**src/rtl/pong_motion_ctrl_pkg.sv**
```systemverilog
// Shared geometry, velocity and state definitions for the pong motion controller.
// All coordinate constants are typed 10-bit so datapath compares stay width-matched.
package pong_pkg;

    typedef logic [9:0]        coord_t;
    typedef logic signed [9:0] vel_t;

    localparam coord_t MAX_X      = 10'd640;
    localparam coord_t MAX_Y      = 10'd480;
    localparam coord_t WALL_X_R   = 10'd35;
    localparam coord_t BAR_X_L    = 10'd600;
    localparam coord_t BAR_X_R    = 10'd603;
    localparam coord_t BAR_Y_SIZE = 10'd72;
    localparam coord_t BALL_SIZE  = 10'd8;
    localparam coord_t BAR_V      = 10'd4;
    localparam coord_t BALL_V     = 10'd2;
    localparam coord_t BALL_X0    = 10'd300;
    localparam coord_t BALL_Y0    = 10'd236;

    localparam int unsigned HOLD_FRAMES = 60;
    localparam int unsigned HOLD_W      = $clog2(HOLD_FRAMES);
    typedef logic [HOLD_W-1:0] hold_t;
    localparam hold_t HOLD_LAST = hold_t'(HOLD_FRAMES - 1);

    // Derived limits, precomputed so the datapath never widens to 32 bits.
    localparam coord_t BAR_Y0    = (MAX_Y >> 1) - (BAR_Y_SIZE >> 1);
    localparam coord_t BAR_Y_MAX = MAX_Y - BAR_Y_SIZE;
    localparam coord_t BAR_EXT   = BAR_Y_SIZE - 10'd1;
    localparam coord_t BALL_EXT  = BALL_SIZE - 10'd1;
    localparam coord_t WALL_LIM  = WALL_X_R + 10'd1;
    localparam coord_t BOT_LIM   = MAX_Y - 10'd1 - BALL_V;

    localparam vel_t VEL_POS = vel_t'(BALL_V);
    localparam vel_t VEL_NEG = -VEL_POS;

    typedef enum logic [1:0] {
        IDLE,
        PLAY,
        HOLD
    } state_e;

    // Two-digit BCD increment that sticks at 99.
    function automatic logic [7:0] bcd_sat_inc(input logic [7:0] v);
        logic [7:0] r;
        if (v == 8'h99) begin
            r = v;
        end else if (v[3:0] == 4'd9) begin
            r = {v[7:4] + 4'd1, 4'd0};
        end else begin
            r = {v[7:4], v[3:0] + 4'd1};
        end
        return r;
    endfunction

endpackage

```
**src/rtl/pong_motion_ctrl_bar.sv**
```systemverilog
// Paddle position: steps by BAR_V per frame on a single button, clamped to the screen,
// held when both or neither button is pressed or when frozen.
module pong_bar_ctrl
    import pong_pkg::*;
(
    input  logic       clk,
    input  logic       reset,
    input  logic       refr_tick,
    input  logic       btn_up,
    input  logic       btn_down,
    input  logic       freeze,
    output logic [9:0] bar_y_t
);

    coord_t bar_q;
    coord_t bar_d;

    always_comb begin
        bar_d = bar_q;
        if (refr_tick && !freeze) begin
            unique case ({btn_up, btn_down})
                2'b10:   bar_d = (bar_q > BAR_V) ? bar_q - BAR_V : '0;
                2'b01:   bar_d = (bar_q >= BAR_Y_MAX - BAR_V) ? BAR_Y_MAX : bar_q + BAR_V;
                default: bar_d = bar_q;
            endcase
        end
    end

    always_ff @(posedge clk or posedge reset) begin
        if (reset) begin
            bar_q <= BAR_Y0;
        end else begin
            bar_q <= bar_d;
        end
    end

    assign bar_y_t = bar_q;

endmodule

```
**src/rtl/pong_motion_ctrl.sv**
```systemverilog
// Per-frame ball/bar motion and serve/play/miss sequencing for the pong datapath.
// Optional hit score (two BCD digits) is built only when SCORE_EN is defined.
module pong_motion_ctrl
    import pong_pkg::*;
(
    input  logic       clk,
    input  logic       reset,
    input  logic       refr_tick,
    input  logic       btn_up,
    input  logic       btn_down,
    input  logic       game_start,
    output logic [9:0] bar_y_t,
    output logic [9:0] ball_x,
    output logic [9:0] ball_y,
    output logic       hit,
    output logic       miss,
    output logic       playing,
    output logic [7:0] score
);

    state_e state_q;
    hold_t  hold_cnt_q;
    coord_t ball_x_q, ball_y_q;
    vel_t   vx_q, vy_q;
    logic   hit_q, miss_q, playing_q;

    coord_t ball_x_d, ball_y_d;
    vel_t   vx_d, vy_d;
    coord_t ball_r, ball_b;
    logic   top_c, bot_c, wall_c, bar_c, miss_c;

    pong_bar_ctrl u_bar (
        .clk       (clk),
        .reset     (reset),
        .refr_tick (refr_tick),
        .btn_up    (btn_up),
        .btn_down  (btn_down),
        .freeze    (state_q == HOLD),
        .bar_y_t   (bar_y_t)
    );

    // Collision rules look at the pre-update ball and bar; the new velocity applies next frame.
    always_comb begin
        ball_r = ball_x_q + BALL_EXT;
        ball_b = ball_y_q + BALL_EXT;
        top_c  = (ball_y_q <= BALL_V);
        bot_c  = (ball_b >= BOT_LIM);
        wall_c = (ball_x_q <= WALL_LIM);
        bar_c  = (ball_r >= BAR_X_L) && (ball_r <= BAR_X_R) &&
                 (ball_b >= bar_y_t) && (ball_y_q <= bar_y_t + BAR_EXT) &&
                 (vx_q > vel_t'(0));
        miss_c = !bar_c && (ball_r > BAR_X_R);

        vx_d = vx_q;
        if (wall_c) vx_d = VEL_POS;
        if (bar_c)  vx_d = VEL_NEG;

        vy_d = vy_q;
        if (top_c) vy_d = VEL_POS;
        if (bot_c) vy_d = VEL_NEG;

        ball_x_d = ball_x_q + coord_t'(vx_q);
        ball_y_d = ball_y_q + coord_t'(vy_q);
    end

    always_ff @(posedge clk or posedge reset) begin
        if (reset) begin
            state_q    <= IDLE;
            hold_cnt_q <= '0;
            ball_x_q   <= BALL_X0;
            ball_y_q   <= BALL_Y0;
            vx_q       <= VEL_POS;
            vy_q       <= VEL_POS;
            hit_q      <= 1'b0;
            miss_q     <= 1'b0;
            playing_q  <= 1'b0;
        end else begin
            hit_q  <= 1'b0;
            miss_q <= 1'b0;
            unique case (state_q)
                IDLE: begin
                    if (game_start) begin
                        state_q   <= PLAY;
                        playing_q <= 1'b1;
                        vx_q      <= VEL_POS;
                        vy_q      <= VEL_POS;
                    end
                end
                PLAY: begin
                    if (refr_tick) begin
                        vx_q  <= vx_d;
                        vy_q  <= vy_d;
                        hit_q <= bar_c;
                        if (miss_c) begin
                            miss_q    <= 1'b1;
                            playing_q <= 1'b0;
                            state_q   <= HOLD;
                        end else begin
                            ball_x_q <= ball_x_d;
                            ball_y_q <= ball_y_d;
                        end
                    end
                end
                HOLD: begin
                    if (refr_tick) begin
                        if (hold_cnt_q == HOLD_LAST) begin
                            hold_cnt_q <= '0;
                            ball_x_q   <= BALL_X0;
                            ball_y_q   <= BALL_Y0;
                            state_q    <= IDLE;
                        end else begin
                            hold_cnt_q <= hold_cnt_q + 1'b1;
                        end
                    end
                end
                default: state_q <= IDLE;
            endcase
        end
    end

`ifdef SCORE_EN
    logic [7:0] score_q;

    always_ff @(posedge clk or posedge reset) begin
        if (reset) begin
            score_q <= '0;
        end else if (state_q == IDLE && game_start) begin
            score_q <= '0;
        end else if (state_q == PLAY && refr_tick && bar_c) begin
            score_q <= bcd_sat_inc(score_q);
        end
    end

    assign score = score_q;
`else
    assign score = '0;
`endif

    assign ball_x  = ball_x_q;
    assign ball_y  = ball_y_q;
    assign hit     = hit_q;
    assign miss    = miss_q;
    assign playing = playing_q;

endmodule

```
**config.mk**
```make
export PLATFORM = sky130hd
export DESIGN_NAME = pong_motion_ctrl
export DESIGN_NICKNAME = d
export VERILOG_FILES = /design/src/rtl/pong_motion_ctrl_pkg.sv /design/src/rtl/pong_motion_ctrl_bar.sv /design/src/rtl/pong_motion_ctrl.sv
export SDC_FILE = /design/constraint.sdc
export NUM_CORES = 1
export LEC_CHECK = 0
export CAP_MARGIN = 20
export CELL_PAD_IN_SITES_DETAIL_PLACEMENT = 1
export CELL_PAD_IN_SITES_GLOBAL_PLACEMENT = 1
export CORE_UTILIZATION = 43
export CTS_CLUSTER_DIAMETER = 30
export CTS_CLUSTER_SIZE = 24
export DETAILED_ROUTE_END_ITERATION = 10
export GPL_TIMING_DRIVEN = 0
export PLACE_DENSITY_LB_ADDON = 0.1
export SLEW_MARGIN = 15
export SYNTH_ARGS = -nofsm -noshare
export SYNTH_HDL_FRONTEND = slang
export SYNTH_SLANG_ARGS = --single-unit
export TNS_END_PERCENT = 100
```
**constraint.sdc**
```tcl
create_clock -name clk -period 3.6 [get_ports clk]
set_clock_uncertainty 0.1 [all_clocks]
set_input_delay 0.9 -clock clk [delete_from_list [all_inputs] [get_ports clk]]
set_output_delay 0.9 -clock clk [all_outputs]
set_load 0.02 [all_outputs]
```
# Word level (Yosys, flattened, before mapping)

Cells that the tools add are included.
W data, S select, Z words.

Register bits after elaboration: 61
Bits in latches: 0
RAM bits: 0
ROM bits: 0
Bits of input ports: 6
Output and inout bits: 41
Memories: 0

$add $sub $neg: 8
Multiply operators: 0
Div/mod/pow operators: 0
$lt $le $gt $ge: 11
Equality and inequality tests: 13
Shifts and indexed selects: 0
Multiplexer cells: 38
Bitwise gates (word level): 0
Reductions and logical operators: 19

Operators by type and width:

| operator                | count |
|---|---|
| $mux W10                | 17 |
| $pmux W10 S2            | 5 |
| $add A10 B3 Y10 const B | 3 |
| $add A10 B10 Y10        | 2 |
| $ge A10 B9 Y1 const B   | 2 |
| $ne A2 B2 Y1 const B    | 6 |
| $reduce_and A4 Y1       | 3 |
| $add A10 B7 Y10 const B | 1 |
| $ge A10 B10 Y1          | 1 |
| $ge A10 B10 Y1 const B  | 1 |
| $gt A10 B1 Y1 const B   | 1 |
| $gt A10 B10 Y1 const B  | 1 |
| $gt A10 B3 Y1 const B   | 1 |
| $le A10 B10 Y1          | 1 |
| $le A10 B10 Y1 const B  | 1 |
| $le A10 B2 Y1 const B   | 1 |
| $le A10 B6 Y1 const B   | 1 |
| $mux W2                 | 5 |
| $reduce_and A5 Y1       | 2 |
| $sub A10 B3 Y10 const B | 1 |
| $mux W1                 | 8 |
| $add A6 B1 Y6 const B   | 1 |
| $eq A6 B6 Y1 const B    | 1 |
| $logic_and A1 B1 Y1     | 6 |
| 10 further kinds        | 17 |

# Logic depth before layout (Yosys ltp)

Gate-level depths: netlist of the first run.

Word-level depth: 11
Mapped depth: 12
Mapped depth without buffers: 12

# By module

A second synthesis of the first run with hierarchy kept.

Cells, all modules: 453
Area total of the unflattened synthesis: 3,880.0 um2

Modules (own cells, without submodules):

| module           | instances | cells an instance | area an instance (um2) | seq. area each (um2) |
|---|---|---|---|---|
| pong_motion_ctrl | 1         | 361               | 3,123.0                | 787.0 |
| pong_bar_ctrl    | 1         | 92                | 757.0                  | 205.2 |

# Least setup slack after synthesis of the first run

No wires, ideal clock.

Path kind: register to register
Start point: register u_bar.bar_q[2] (netlist: u_bar.bar_y_t[2])
End point: register vx_q[8]
Setup time: 78 ps
Data arrival time: 2,603 ps
Data required time: 3,422 ps
Slack: 819 ps
Stages on the path, launching flop included: 12
Buffers on the path: 0
Period minus slack after synthesis: 2,781 ps
Path through: dfstp_2 -> ha_1 -> nand3_1 -> a21oi_1 -> xnor2_1 -> ha_1 -> a21o_1 -> a2111oi_0 -> nand3_1 -> nor3_1 -> and4_1 -> o21bai_1

Longest elaborated chain between the ends: 7
Elaborated cells on any way between the ends: 11
Those cells by class: add/sub (1); order compare (2); eq/ne (1); mux (3); reduce/logical (4)

RTL lines:

| item                                                  | RTL line                                       | RTL |
|---|---|---|
| from (decl)                                           | pong_motion_ctrl_bar.sv:15                     | `coord_t bar_q;` |
| from (signal assigned)                                | pong_motion_ctrl_bar.sv:33                     | `bar_q <= bar_d;` |
| $add A10 B7 Y10 or $ge A10 B10 Y1 (tied branches)     | pong_motion_ctrl.sv:50                         | `(ball_b >= bar_y_t) && (ball_y_q <= bar_y_t + BAR_EXT) &&` |
| $le A10 B10 Y1 or $logic_and A1 B1 Y1 (tied branches) | pong_motion_ctrl.sv:50, pong_motion_ctrl.sv:49 |  |
| $logic_and A1 B1 Y1 * (2 in series)                   | pong_motion_ctrl.sv:50                         |  |
| $mux W10                                              | pong_motion_ctrl.sv:56                         | `if (bar_c) vx_d = VEL_NEG;` |
| $mux W10                                              | pong_motion_ctrl.sv:90                         | `if (refr_tick) begin` |
| $pmux W10 S2                                          | pong_motion_ctrl.sv:80                         | `unique case (state_q)` |
| to (signal assigned)                                  | pong_motion_ctrl.sv:91                         | `vx_q <= vx_d;` |
| to (decl)                                             | pong_motion_ctrl.sv:24                         | `vel_t vx_q, vy_q;` |

Every way passes the cells marked *; elsewhere a longest branch is shown, timed or not. The select of a mux whose other input is x is not followed.
A chain may end at the register's enable or synchronous reset.

# Worst setup path in the final report of the first run

Ends and elaborated chain as after synthesis.

==> impl_metrics.tcl, run 1 <==
set metrics [dict create \
    status "complete, no violations" \
    h-tree-depth 2 \
    cts_buffers 5 \
    fmax_mhz 316.4 \
    p_total_w 0.004368 \
    nFillCells 1019 \
    drive_above_1_share_pct 9.495 \
    worst_ep_required_time_ns 3.72 \
    postPlaceCellArea_um2 4214 \
    grt_pass1_vias 3509 \
    rrSetupSlack_ns 0.44 \
    combinationalPowerShare_pct 66.9 \
    synth_area_leader_cell "dfrtp_1" \
    p_int_w 0.002245 \
    arrival_ns 3.28 \
    worstReg2RegEnd "vx_q[8]" \
    tns_ns 0 \
    hpwl_um 8080 \
    min_path_type "flip-flop to flip-flop" \
    postCtsHoldBufs 0 \
    holdWs_ns 0.4182 \
    gr-total-overflow 0 \
    fin_nets 541 \
    ys_ff_latch 39 \
    crit_path_max_fanout 8 \
    drt_first_iter_violations 103 \
    cts_setup_buffers 0 \
    yosysSeqAreaShare_pct 26.95 \
    wl_per_cell_um 17.51 \
    ys.flop_type "dfrtp_1" \
    clock_latency_ns 0.30 \
    grt_use_total_pct 25.23 \
    cts-root-buf "clkbuf_8" \
    worst_pin_slew_ns 0.9771 \
    num_rows 33 \
    fp.dieArea_um2 8935 \
    syn_area_um2 3681 \
    io_buffers 34 \
    drv_cap 0 \
    syn_avg_cell_area_um2 8.347 \
    synth-async-reset-ratio_pct 100.0 \
    antennaDiodeCount 0 \
    p_leak_nw 1.859 \
    fin_crit_ns 3.160 \
    rr_worst_depth 11 \
    synth_top_area_share_pct 17.68 \
    die_x_um 94.53 \
    start_util_pct 44.58 \
    worstSetupEndpointType "flip-flop" \
    cp-endpoint "vx_q[8]" \
    ir_worst_vdd_v 0.0005388 \
    seqPwrFrac_pct 22.9 \
    io_pins 47 \
    ys_top_cells_by_area "dfrtp_1, ha_1, dfstp_2, o21ai_0, nor2_1" \
    clockBufferDepth 2 \
    clock-sinks 39 \
    yosysWarnings 0 \
    synth-edff-count 0 \
    routed_wl_um 10510 \
    cts_resized 0 \
    relSlewSlack_pct 34.72 \
    finalInstanceArea_um2 4347 \
    area_delta_synth_final_pct 18.08 \
    place.gp.congestion 0.8308 \
    grt_pass1_wl_um 17550 \
    hold_viol 0 \
    p_sw_share_pct 48.60 \
    drtPass1Iterations 4 \
    power.switching_w 0.002123 \
    maxSlewViolCount 0 \
    startpoint "u_bar.bar_y_t[2]" \
    cts_tree "built" \
    vias_per_cell 5.682 \
    grt_setup_unrepaired "false" \
    vias 3409 \
    setup_viol 0 \
    antenna_found_initial 0 \
    grt_max_degree 35 \
    ys_types 58 \
    path_class "flip-flop to flip-flop" \
    clkTransAtPathRegs_ns 0.08 \
    die_y_um 94.53 \
    coreArea_um2 8258 \
    critPathLaunchType "flip-flop" \
    synthCells 441 \
    utilization_pct 52.64 \
    finalCritPeriodShare_pct 87.78 \
    clock_power_share_pct 10.2 \
    ant_nets 0 \
    powerDensity_nw_per_um2 1005 \
    r2r_start "u_bar.bar_y_t[2]" \
    drc 0 \
]
==> layout by cell type (no fill, tap or decap), types with 13 or more instances in the layout <==
cell	n
a31oi_1	15
dfstp_2	13
nand2_1	31
buf_4	13
o21ai_0	32
xnor2_1	16
clkdlybuf4s50_1	34
dfrtp_1	26
nor2_1	40
a21oi_1	25
nand3_1	13
inv_1	21
ha_1	39
==> worst min-delay path by stage <==
stage | startpoint | end | slack [ns] | cells after the start
3_3_place_gp | playing | playing | 0.38 | 2
3_5_place_dp | playing | playing | 0.40 | 2
4_1_cts | playing | playing | 0.42 | 2
2_1_floorplan | hold_cnt_q[1] | hold_cnt_q[1] | 0.36 | 2
6_report | playing | playing | 0.42 | 2
5_1_grt | playing | playing | 0.45 | 2
==> state kept, by name (all words and copies together) (netlist names), 2 cells and up <==
name           count
u_bar.bar_y_t      8
ball_y             9
ball_x             9
state_q            2
hold_cnt_q         6
==> power groups by stage <==
stage	Sequential [W]	Clock (W)	Combinational, W
finish	0.000999	0.000446	0.00292
global route	0.00105	0.000472	0.00326
CTS	0.000995	0.000458	0.00294
detailed placement	0.00100	0	0.00291
global placement	0.000987	0	0.00277
floorplan	0.00108	0	0.00193
==> layer usage <==
layer	vias up	global-route usage [%]	share of wire, %
li1	1698	-	-
met4	0	5.556	1.1
met5	-	0	0
met2	48	46.14	50
met1	1656	31.93	46
met3	7	2.415	2.2
==> area by class of cell <==
type / count / area (µm²) / share of cell area [%]
Multi-Input combinational cell: 364 / 2481 / 57.08
Clock inverter: 2 / 60.06 / 1.382
Tap cell: 105 / 131.4 / 3.022
Buffer: 27 / 166.4 / 3.828
Timing Repair Buffer: 35 / 360.3 / 8.290
Inverter: 22 / 82.58 / 1.900
Sequential cell: 39 / 992.2 / 22.83
Clock buffer: 6 / 72.57 / 1.670
==> metrics by stage <==
stage          setup slack (ns)  cells
3_3_place_gp             0.4049    591
4_1_cts                  0.4157    600
2_1_floorplan            0.8195    452
6_report                 0.4399    600
3_5_place_dp             0.3796    592
5_1_grt                  0.1614    600
==> critical path, stage by stage, from the launching register on <==
cell and delay [ns]:
dfstp_2 0.62, ha_1 0.28, nand3_1 0.20, a21oi_1 0.26
xnor2_1 0.15, ha_1 0.26, a21o_1 0.15, a2111oi_0 0.42
nand3_1 0.12, nor3_1 0.13, and4_1 0.24, o21bai_1 0.12
==> cell families after synthesis <==
family          Yosys count  share of synthesized area, %
buf+inv                  49                         6.764
xor+xnor                 29                         7.104
other cells               1                        0.1019
flops                    39                         26.95
fa+ha+maj                41                         14.34
compound gates          129                         22.47
simple gates            147                         20.50
mux                       6                         1.767
==> synthesized netlist by cell type (all sizes together), types with 2 or more instances <==
library cell,instances
nand3,13
a21o,8
nor2b,8
a21oi,25
nor4,5
and2,3
o22ai,3
dfrtp,26
o31ai,2
o2111ai,4
ha,39
buf,16
dfstp,13
and3,4
o311a,2
and4,3
o21ai,35
o211ai,7
a31oi,15
clkbuf,11
a311oi,3
nand2b,7
o21a,4
nand3b,6
xor2,12
fa,2
nor2,40
nor3,7
o21bai,2
nand2,31
xnor2,17
a211o,3
mux2,4
nand4,6
mux2i,2
or3,2
inv,22
a211oi,11
nor3b,6
Power figures use the tool's default switching activity.
==> run 2: changes to the inputs <==
--- a/config.mk
+++ b/config.mk
@@ -8,7 +8,7 @@
 export CAP_MARGIN = 20
 export CELL_PAD_IN_SITES_DETAIL_PLACEMENT = 1
 export CELL_PAD_IN_SITES_GLOBAL_PLACEMENT = 1
-export CORE_UTILIZATION = 43
+export CORE_UTILIZATION = 46
 export CTS_CLUSTER_DIAMETER = 30
 export CTS_CLUSTER_SIZE = 24
 export DETAILED_ROUTE_END_ITERATION = 10
==> constraint.sdc (replaced) <==
create_clock -name clk -period 4.1 [get_ports clk]
set_clock_uncertainty 0.1 [all_clocks]
set_input_delay 1.025 -clock clk [delete_from_list [all_inputs] [get_ports clk]]
set_output_delay 1.025 -clock clk [all_outputs]
set_load 0.02 [all_outputs]
==> impl_metrics.tcl, run 2 (synthesis results as in run 1) <==
set metrics [dict create \
    cts_buffers 5 \
    cts_resized 0 \
    grt_max_degree 30 \
    final_cell_mix "nor2_1, ha_1, clkdlybuf4s50_1, o21ai_0, nand2_1" \
    drc 0 \
    drv_cap 0 \
    worst_pin_slew_ns 1.008 \
    maxSlewViolCount 0 \
    cpPeakStageDelay_ns 0.61 \
    fin_nets 541 \
    cts-root-buf "clkbuf_8" \
    antenna_found_initial 0 \
    clock-sinks 39 \
    tns_ns 0 \
    vias 3434 \
    grt_pass1_vias 3459 \
    ir_worst_vdd_v 0.0004759 \
    num_rows 32 \
    drive_above_1_share_pct 9.495 \
    h-tree-depth 2 \
    postCtsHoldBufs 0 \
    worst_ep_required_time_ns 4.23 \
    critPathLaunchType "flip-flop" \
    io_pins 47 \
    setup_viol 0 \
    drtPass1Iterations 4 \
    clock_latency_ns 0.30 \
    powerDensity_nw_per_um2 881.5 \
    fin_crit_ns 3.210 \
    grt_use_total_pct 25.54 \
    grt_setup_unrepaired "false" \
    postPlaceCellArea_um2 4210 \
    relSlewSlack_pct 32.63 \
    regArea_um2 992.2 \
    gr-total-overflow 0 \
    cts_tree "built" \
    multiInputGateArea_um2 2481 \
    utilization_pct 56.20 \
    place.gp.congestion 0.8579 \
    die_y_um 91.46 \
    p_leak_nw 1.859 \
    hold_viol 0 \
    drt_first_iter_violations 80 \
    clockBufferDepth 2 \
    vias_per_cell 5.752 \
    coreArea_um2 7727 \
    hpwl_um 7925 \
    area_delta_synth_final_pct 17.98 \
    antennaDiodeCount 0 \
    wl_per_cell_um 17.09 \
    start_util_pct 47.64 \
    final_common_cell "nor2_1" \
    grt_pass1_wl_um 17020 \
    min_path_type "flip-flop to flip-flop" \
    path_class "flip-flop to flip-flop" \
    io_buffers 34 \
    routed_wl_um 10200 \
    ant_nets 0 \
    path_cells "ha_1 -> nand3_1 -> a21oi_1 -> xnor2_1 -> ha_1 -> a21o_1 -> a2111oi_0 -> nand3_1 -> nor3_1 -> and4_1 -> o21bai_1" \
    clkTransAtPathRegs_ns 0.08 \
    status "complete, no violations" \
    finalInstanceArea_um2 4343 \
    crit_path_max_fanout 8 \
    p_total_w 0.003828 \
    arrival_ns 3.34 \
    fmax_mhz 311.5 \
    finalCritPeriodShare_pct 78.30 \
    fp.dieArea_um2 8364 \
    slowest_stage "dfstp_2" \
    cts_setup_buffers 0 \
    die_x_um 91.46 \
    worstSetupEndpointType "flip-flop" \
    nFillCells 947 \
]
[run 2: cell counts in the layout (fill, tap and decap cells not counted)]
No cell type changed its count.
[run 2: layout make-up]
cell class / count / share of cell area (%)
Buffer: 27 / 3.832
Clock buffer: 6 / 1.671
Clock inverter: 2 / 1.383
Inverter: 22 / 1.901
Multi-Input combinational cell: 364 / 57.13
Sequential cell: 39 / 22.85
Tap cell: 102 / 2.939
Timing Repair Buffer: 35 / 8.297
[run 2: per-stage QoR]
| stage | hold WS, ns | instances | worst slack [ns] |
|---|---|---|---|
| global route | 0.4392 | 597 | 0.6995 |
| floorplan | 0.3636 | 452 | 1.319 |
| CTS | 0.4212 | 597 | 0.8687 |
| finish | 0.4174 | 597 | 0.8895 |
| global placement | 0.3848 | 588 | 0.7895 |
| detailed placement | 0.4004 | 589 | 0.7178 |
[run 2: where the power goes]
group / switching, W / leakage [nW] / internal, W / total [W]
sequential: 0.000281 / 0.460 / 0.000589 / 0.000870
clock: 0.000151 / 0.0654 / 0.000244 / 0.000394
combinational: 0.00142 / 1.33 / 0.00114 / 0.00256
total: 0.00185 / 1.86 / 0.00198 / 0.00383
[run 2: final timing paths]
kind | cells after the start | from | slack, ns | endpoint
worst max register to register | 11 | u_bar.bar_y_t[2] | 0.89 | vx_q[8]
worst min-delay path | 2 | hold_cnt_q[1] | 0.42 | hold_cnt_q[1]
max in group asynchronous | 3 | reset | 2.50 | ball_y[3]
worst max-delay path | 11 | u_bar.bar_y_t[2] | 0.89 | vx_q[8]
min in group asynchronous | 2 | reset | 0.88 | hold_cnt_q[5]
worst min register to register | 2 | hold_cnt_q[1] | 0.42 | hold_cnt_q[1]
[run 2: critical path, delay by kind of cell (launching register included)]
family | cells | cell delay (ns)
adders and majority gates | 2 | 0.53
xor gates and xnor gates | 1 | 0.14
and+or+nand+nor | 4 | 0.82
DFF | 1 | 0.61
AOI/OAI and AO/OA | 4 | 0.94
[run 2: layer usage]
metal | global-route usage (%) | wire, µm | vias to the layer above | share of wire (%)
met5 | 0 | 0 | - | 0
met3 | 3.099 | 269 | 16 | 2.6
met2 | 46.93 | 5140 | 61 | 50
met1 | 30.68 | 4619 | 1662 | 45
li1 | - | - | 1695 | -
met4 | 8.069 | 173 | 0 | 1.7
==> RTL edit (flow settings as in run 2) <==
`HOLD_FRAMES`: 60 -> 30.
--- a/src/rtl/pong_motion_ctrl_pkg.sv
+++ b/src/rtl/pong_motion_ctrl_pkg.sv
@@ -17,7 +17,7 @@
     localparam coord_t BALL_X0    = 10'd300;
     localparam coord_t BALL_Y0    = 10'd236;
 
-    localparam int unsigned HOLD_FRAMES = 60;
+    localparam int unsigned HOLD_FRAMES = 30;
     localparam int unsigned HOLD_W      = $clog2(HOLD_FRAMES);
     typedef logic [HOLD_W-1:0] hold_t;
     localparam hold_t HOLD_LAST = hold_t'(HOLD_FRAMES - 1);
Function: no difference found for any inputs over 4 cycles, from zero or initial values and one cycle with reset high; that may be too few to reach the edited logic, so the function may still have changed.
==> RTL edit against run 2 <==
  * Die area decreased by 5.2%
  * Sequential power decreased by 5.9%
  * Area after synthesis decreased by 5.3%
  * Sequential cell count decreased by 1
  * Utilization increased by 0.76 points
  * Design area decreased by 4.4%
  * Sequential share of layout area increased by 0.44 points
  * First-iteration DRC count increased by 63%
  * Worst setup slack improved by 0.011 ns
  * Routed wire length increased by 4.2%
  * Highest routed layer unchanged
  * Power decreased by 11%
==> RTL edit: results (changes against run 2) <==
met2 routed WL 5.055 mm (-1.7%); Antenna diodes 0 (unchanged); Netlist cell types 55 (-5.2%); status finished clean; combinational cell power 2.19 mW (-14%); Lkg Pwr 1.788 nW (-3.8%); clk slew on worst S/H paths 0.09 ns; register area share after synthesis 0.2775 (+0.007914); IO Port Bufs 34 (unchanged); vias per std cell 6.009 (+4.5%); synth top area cells dfrtp_1, ha_1, dfstp_2; DP Area 4011 sq um (-4.7%); CTS H-tree depth 2 (unchanged); Max Root-Sink Buffers 2 (unchanged); fillers 914 (-3.5%); GR Layer Usage met1 0.3757 (+0.06894); Post-CTS Setup Bufs 0 (unchanged); fraction of registers with async set/reset 1.000 (unchanged); Final Hold Viols 0 (unchanged); DR WL met3 322 microns (+20%); DPL Wire Length 8.017 mm (+1.2%); GR met3 Demand/Resource 0.03601 (+0.005023); routing usage on met2 0.4783 (+0.009023); largest net degree at the start of global routing 31 (+3.3%); worst hold path class register to register; CTS root buffer clkbuf_8; CP Max Fanout 10 (+2); Worst-Margin Slew 0.9571 ns (-0.05119 ns); CTS Buf Count 5 (unchanged); Peak VDD IR 524.7 uV (+10%); DRT iter0 DRCs 130 (+63%); global-route wire length before repair 17.19 mm (+1.0%); GPL Wtd Cong 0.8316 (-3.1%); GRT Overall Usage 0.2826 (+0.02713); Clock power frac 0.120 (+0.017); DP Cell Count 555 (-5.8%); nets@finish 511 (-5.5%); layout cells sized above 1 0.09698 (+0.002033); met1 wire length 5.057 mm (+9.5%); post-CTS sizing 0 (unchanged); DRT Wirelength 10.63 mm (+4.2%); first drt pass iteration count 5 (+1); P_int 1.785 mW (-9.6%); initial antenna violation count 0 (unchanged); Syn Area/Cell 8.502 sq um (+1.9%); Avg WL per Cell 18.87 microns (+10%); ANT nets after route 0 (unchanged); vias in the first global route 3440 (-0.55%); Synth top cells by count ha_1, o21ai_0, nor2_1
==> RTL edit: final timing paths <==
check | start | end | slack [ns] | depth (start not counted)
min in group asynchronous | reset | ball_y[1] | 0.87 | 2
hold / removal | hold_cnt_q[4] | hold_cnt_q[4] | 0.41 | 1
setup reg to reg | ball_x[2] | ball_x[2] | 0.90 | 10
setup / recovery | ball_x[2] | ball_x[2] | 0.90 | 10
max in group asynchronous | reset | ball_y[3] | 2.51 | 3
hold reg to reg | hold_cnt_q[4] | hold_cnt_q[4] | 0.41 | 1
==> RTL edit: area by class of cell <==
class	instances	area, sq um	area share
clock inverter	2	60.06	0.01446
tap	99	123.9	0.02982
timing repair buffer	35	360.3	0.08675
clock buffer	6	82.58	0.01988
multi-input combinational	332	2307	0.5554
sequential	38	967.2	0.2328
inverter	25	93.84	0.02259
buffer	26	158.9	0.03825
==> RTL edit: worst max-delay path, stage by stage (launching register included) <==
cell      delay, ns
dfstp_2        0.58
inv_1          0.12
ha_1           0.24
nor3b_1        0.16
a211o_1        0.27
a211oi_1       0.46
a211o_1        0.22
buf_6          0.13
clkbuf_1       0.54
nor3b_1        0.11
a31oi_1        0.18
==> RTL edit: stage by stage <==
stage / utilization / power (mW) / worst slack, ns
after global placement: 0.5474 / 2.836 / 0.8208
after detailed placement: 0.5501 / 2.979 / 0.7818
after CTS: 0.5697 / 3.413 / 0.9798
final: 0.5697 / 3.417 / 0.9003
after floorplan: - / 2.274 / 1.354
after global routing: 0.5697 / 3.698 / 0.7628
==> RTL edit: kinds of logic after synthesis <==
kind of cell,count (synthesis),synth area share
muxes,4,0.01256
DFF,38,0.2775
other,1,0.001076
and+or+nand+nor,131,0.1967
buffers and inverters,51,0.07250
adders and majority gates,42,0.1551
AOI/OAI and AO/OA,117,0.2193
xor gates and xnor gates,26,0.06533
